`src/rtl/watch_ctrl.sv`:
```
// Mode and sequencing controller for the watch time-keeping chain: 1 s prescaler,
// button debounce, RUN/SET_HOUR/SET_MIN sequencing, counter strobes and blink enables.
module watch_ctrl #(
  parameter int TICK_DIV  = 50000000,
  parameter int DEB_CYC   = 500000,
  parameter int BLINK_DIV = 12500000
) (
  input  logic       clk,
  input  logic       rst,
  input  logic       btn_mode_n,
  input  logic       btn_up_n,
  input  logic [3:0] sec_10,
  input  logic [3:0] sec1,
  input  logic [3:0] min_10,
  input  logic [3:0] min1,
  output logic       sec_inc,
  output logic       min_inc,
  output logic       hour_inc,
  output logic       sec_clr,
  output logic [1:0] set_mode,
  output logic       hour_vis,
  output logic       min_vis
);

  localparam int TW = $clog2(TICK_DIV);
  localparam int DW = $clog2(DEB_CYC + 1);
  localparam int BW = $clog2(BLINK_DIV + 1);

  typedef enum logic [1:0] {
    RUN      = 2'd0,
    SET_HOUR = 2'd1,
    SET_MIN  = 2'd2
  } mode_e;

  // Bit 0 is the mode button, bit 1 the up button; all levels active-low.
  logic [1:0]    btn_raw, sync_a, sync_b, accepted, press;
  logic [DW-1:0] deb_cnt [2];
  logic          mode_evt, up_evt;

  assign btn_raw  = {btn_up_n, btn_mode_n};
  assign mode_evt = press[0];
  assign up_evt   = press[1];

  // NOTE: sequential state uses non-blocking assignments so every flop samples pre-edge values.
  always_ff @(posedge clk or negedge rst) begin
    if (!rst) begin
      sync_a   <= '1;
      sync_b   <= '1;
      accepted <= '1;
      press    <= '0;
      // NOTE: the small per-button counter array is reset explicitly; it is control state, not storage.
      for (int i = 0; i < 2; i++) deb_cnt[i] <= '0;
    end else begin
      sync_a <= btn_raw;
      sync_b <= sync_a;
      for (int i = 0; i < 2; i++) begin
        press[i] <= 1'b0;
        if (sync_b[i] != accepted[i]) begin
          if (deb_cnt[i] == DW'(DEB_CYC - 1)) begin
            accepted[i] <= sync_b[i];
            deb_cnt[i]  <= '0;
            press[i]    <= ~sync_b[i];
          end else begin
            deb_cnt[i] <= deb_cnt[i] + DW'(1);
          end
        end else begin
          deb_cnt[i] <= '0;
        end
      end
    end
  end

  mode_e         state, state_nx;
  logic [TW-1:0] presc;
  logic          tick;
  logic [BW-1:0] blink_cnt, blink_cnt_nx;
  logic          phase, phase_nx;
  logic          sec_inc_nx, min_inc_nx, hour_inc_nx, sec_clr_nx;
  logic          hour_vis_nx, min_vis_nx;
  logic          sec_59, min_59;

  assign tick   = (state == RUN) && (presc == TW'(TICK_DIV - 1));
  assign sec_59 = (sec_10 == 4'd5) && (sec1 == 4'd9);
  assign min_59 = (min_10 == 4'd5) && (min1 == 4'd9);

  // NOTE: every always_comb output gets a default first, so no path can infer a latch.
  always_comb begin
    state_nx    = state;
    sec_inc_nx  = 1'b0;
    min_inc_nx  = 1'b0;
    hour_inc_nx = 1'b0;
    sec_clr_nx  = 1'b0;
    case (state)
      RUN: begin
        if (mode_evt) state_nx = SET_HOUR;
        if (tick) begin
          sec_inc_nx  = 1'b1;
          min_inc_nx  = sec_59;
          hour_inc_nx = sec_59 && min_59;
        end
      end
      SET_HOUR: begin
        if (mode_evt)    state_nx    = SET_MIN;
        else if (up_evt) hour_inc_nx = 1'b1;
      end
      SET_MIN: begin
        if (mode_evt) begin
          state_nx   = RUN;
          sec_clr_nx = 1'b1;
        end else if (up_evt) begin
          min_inc_nx = 1'b1;
        end
      end
      default: state_nx = RUN;
    endcase
  end

  // Blink phase restarts visible on each entry into a set state.
  always_comb begin
    blink_cnt_nx = '0;
    phase_nx     = 1'b1;
    if (state_nx != RUN && state_nx == state) begin
      if (blink_cnt == BW'(BLINK_DIV - 1)) begin
        phase_nx = ~phase;
      end else begin
        blink_cnt_nx = blink_cnt + BW'(1);
        phase_nx     = phase;
      end
    end
    hour_vis_nx = (state_nx == SET_HOUR) ? phase_nx : 1'b1;
    min_vis_nx  = (state_nx == SET_MIN)  ? phase_nx : 1'b1;
  end

  always_ff @(posedge clk or negedge rst) begin
    if (!rst) begin
      state     <= RUN;
      presc     <= '0;
      blink_cnt <= '0;
      phase     <= 1'b1;
      sec_inc   <= 1'b0;
      min_inc   <= 1'b0;
      hour_inc  <= 1'b0;
      sec_clr   <= 1'b0;
      hour_vis  <= 1'b1;
      min_vis   <= 1'b1;
    end else begin
      state     <= state_nx;
      if (state != RUN || tick) presc <= '0;
      else                      presc <= presc + TW'(1);
      blink_cnt <= blink_cnt_nx;
      phase     <= phase_nx;
      sec_inc   <= sec_inc_nx;
      min_inc   <= min_inc_nx;
      hour_inc  <= hour_inc_nx;
      sec_clr   <= sec_clr_nx;
      hour_vis  <= hour_vis_nx;
      min_vis   <= min_vis_nx;
    end
  end

  assign set_mode = state;

endmodule

```
`config.mk`:
```
export PLATFORM = sky130hd
export DESIGN_NAME = watch_ctrl
export DESIGN_NICKNAME = d
export VERILOG_FILES = /design/src/rtl/watch_ctrl.sv
export SDC_FILE = /design/constraint.sdc
export NUM_CORES = 1
export LEC_CHECK = 0
export CAP_MARGIN = 0
export CORE_MARGIN = 5
export CORE_UTILIZATION = 25
export DETAILED_ROUTE_END_ITERATION = 7
export RECOVER_POWER = 100
export SETUP_SLACK_MARGIN = 0.3
export SYNTH_ARGS = -nofsm -noshare
export SYNTH_HDL_FRONTEND = slang
export SYNTH_SLANG_ARGS = --single-unit
```
`constraint.sdc`:
```
create_clock -name clk -period 2.5 [get_ports clk]
set_input_delay 0.5 -clock clk [delete_from_list [all_inputs] [get_ports clk]]
set_output_delay 0.5 -clock clk [all_outputs]
set_load 0.005 [all_outputs]
```
==> metrics.yaml <==
synth-main-ff-cell: "dfrtp_1"
min_period_ns: 2.14
path_clk_slew_ns: 0.07
core-area_um2: 20400
final_util: 0.299
cts_root_buf: "clkbuf_16"
die-area_um2: 23900
synth_warnings: 0
pwr-share-clk: 0.442
rr_endpoint: "deb_cnt[2]"
reg2reg_slack_ns: 0.36
cts_buffer_depth: 2
finalMaxSlewViolations: 0
die_height_um: 155
p_seq_frac: 0.528
path_cells: "or4_1 -> or4_1 -> o21ai_4 -> clkbuf_2 -> nor2_1"
fin_crit_sh: 0.855
relSlewSlack: 0.280
routed_wl_um: 10600
io_buffers: 27
hold_class: "input pin to async pin"
grt_max_degree: 49
cts_sinks: 105
yosysTopAreaCell: "dfrtp_1"
drcViolationCount: 0
power.share.combinational: 0.030
hpwlAfterDp_um: 7490
drt_iter0_drc: 212
postSynthAreaPerCell_um2: 9.75
switching_share: 0.215
place_ws_ns: 0.402
cpPeakStageDelay_ns: 0.49
setup_tns_ns: 0
ys_top_cells_by_area: "dfrtp_1 (46%), xnor2_1 (5.7%), nor2_1 (5.1%), dfstp_2 (4.5%), xor2_1 (3.9%)"
grt_pass1_vias: 3859
nNetsFinal: 591
required_ns: 2.72
finalSetupViolCount: 0
worstRegToRegCells: 5
critPathMostFrequentCell: "or4_1"
ant_nets: 0
numCtsBuffers: 9
worst_slew_pin_slew_ns: 1.08
fillers: 2165
post_drt_wl_per_cell_um: 12.6
grt_pass1_wl_um: 19000
vias_per_cell: 4.68
start_kind: "flop"
cts_tree: "yes"
vias: 3937
crit_type: "flop to flop"
hold_slack_ns: 0.337
track_usage: 0.0942
initial_core_util: 0.256
cp_top_family: "simple AND/OR/NAND/NOR gates"
seq_area_frac_synth: 0.505
rsz0062_at_grt: "false"
yosysTopAreaCellShare: 0.460
antenna_found_initial: 0
max_freq_mhz: 468
synth_cell_type_count: 43
drt_pre_antenna_iters: 4
synth_commonest_cells: "dfrtp_1 (96), nor2_1 (71), nand2_1 (38)"
layout-drive-gt1-share: 0.0734
synth_edf_count: 0
p_switching_w: 0.000702
finalClockSkew_ns: 0.00641
peakVddDrop_mv: 0.272
worst-endpoint-arrival_ns: 2.36
syn_area_um2: 5230
die_x_um: 155
ios: 28
crit_buf_inv: 1
h-tree-depth: 3
area_delta_synth_final_pct: 17.1
fin_ws_ns: 0.361
rows: 52
grt-ovfl-total: 0
gp_congestion: 0.750
synth_cells: 536
hold_viol_final: 0
n_antenna_cell: 0
worst-path-max-fanout: 19
power.density_nw_per_um2: 533
post-synth-top-count-cell: "dfrtp_1"
maxCapViolCount: 0
worstSkewPairLatency_ns: 0.35
critical_path.endpoint_type: "flop"
cellLeakagePower_nw: 2.28
slowest_stage: "or4_1"
synth_nets: 560
ys_ff_latch: 105
p_int_w: 0.00256
ys_async_sr_fraction: 1.00
status: "finished clean"
rr_startpoint: "deb_cnt[11]"
## per-stage QoR
step / std cells / total power [W] / area (um^2)
after floorplan: 536 / 0.00178 / 5230
after global placement: 824 / 0.00186 / 5830
after detailed placement: 824 / 0.00186 / 5830
after CTS: 840 / 0.00332 / 6140
after global routing: 842 / 0.00340 / 6120
final: 842 / 0.00326 / 6120
## sequential cells by signal, indices dropped and copies added (netlist names), 2 cells and up
register,flops
sync_a,2
deb_cnt,38
presc,26
blink_cnt,24
sync_b,2
set_mode,2
press,2
accepted,2
## logic make-up (layout without fill, tap and decap cells)
family / count (synthesis) / in the layout / synth area share
AOI/OAI and AO/OA: 61 / 61 / 0.0663
xor gates and xnor gates: 57 / 57 / 0.0955
adders and majority gates: 4 / 4 / 0.00958
buffers and inverters: 28 / 64 / 0.0223
DFF: 105 / 105 / 0.505
muxes: 2 / 2 / 0.00431
and+or+nand+nor: 279 / 279 / 0.297
## timing repair
item,4_1_cts,5_1_grt
buffers inserted,0,2
hold buffers,0,0
resized for setup,0,3
endpoints found under the setup margin,0,18
## routing by layer
metal,up-vias,wire [um],GRT usage
met5,-,0,0
met1,1906,5190,0.132
met2,29,4970,0.145
met3,6,343,0.0237
met4,0,89,0.0252
li1,1996,-,-
## power by group through the flow
stage               clock [W]  sequential [W]  combinational [W]
floorplan                   0         0.00175          0.0000267
global placement            0         0.00175           0.000103
detailed placement          0         0.00176           0.000104
CTS                   0.00150         0.00172           0.000105
global route          0.00156         0.00172           0.000114
finish                0.00144         0.00172          0.0000974
## worst max path at each step
stage                               end  cells after the start  slack (ns)    startpoint
after floorplan             deb_cnt[11]                      5        0.54   deb_cnt[14]
after CTS                    deb_cnt[6]                      4        0.39   deb_cnt[11]
final                        deb_cnt[2]                      5        0.36   deb_cnt[11]
after detailed placement     deb_cnt[6]                      4        0.40   deb_cnt[11]
after global routing      blink_cnt[17]                      5        0.18  blink_cnt[8]
after global placement       deb_cnt[4]                      4        0.42   deb_cnt[14]
## area by class of cell
type	instances	area [um^2]	area share
multi-input cells	403	2470	0.403
inverters	11	41.3	0.00675
clock buffers	10	239	0.0391
clock inverters	6	66.3	0.0108
repair buffers	37	328	0.0536
well taps	270	338	0.0552
flip-flops and latches	105	2640	0.431
## placed cells by master (no fill, tap or decap), types with 4 or more instances in the layout
| cell | instances |
|---|---|
| and3_1 | 8 |
| o31ai_1 | 9 |
| nand2_1 | 38 |
| ha_1 | 4 |
| xnor2_1 | 34 |
| dlygate4sd3_1 | 10 |
| xor2_1 | 23 |
| dfrtp_1 | 96 |
| o21ai_0 | 22 |
| clkbuf_16 | 9 |
| dfstp_2 | 9 |
| nor2_1 | 71 |
| nor4b_1 | 6 |
| or4_1 | 16 |
| nor3_1 | 12 |
| clkdlybuf4s50_1 | 16 |
| inv_1 | 11 |
| clkbuf_1 | 6 |
| nand4_1 | 23 |
| or3_1 | 21 |
| nor4_1 | 15 |
| and4_1 | 11 |
| nand3_1 | 31 |
| a21oi_1 | 27 |
Power figures use the tool's default switching activity.
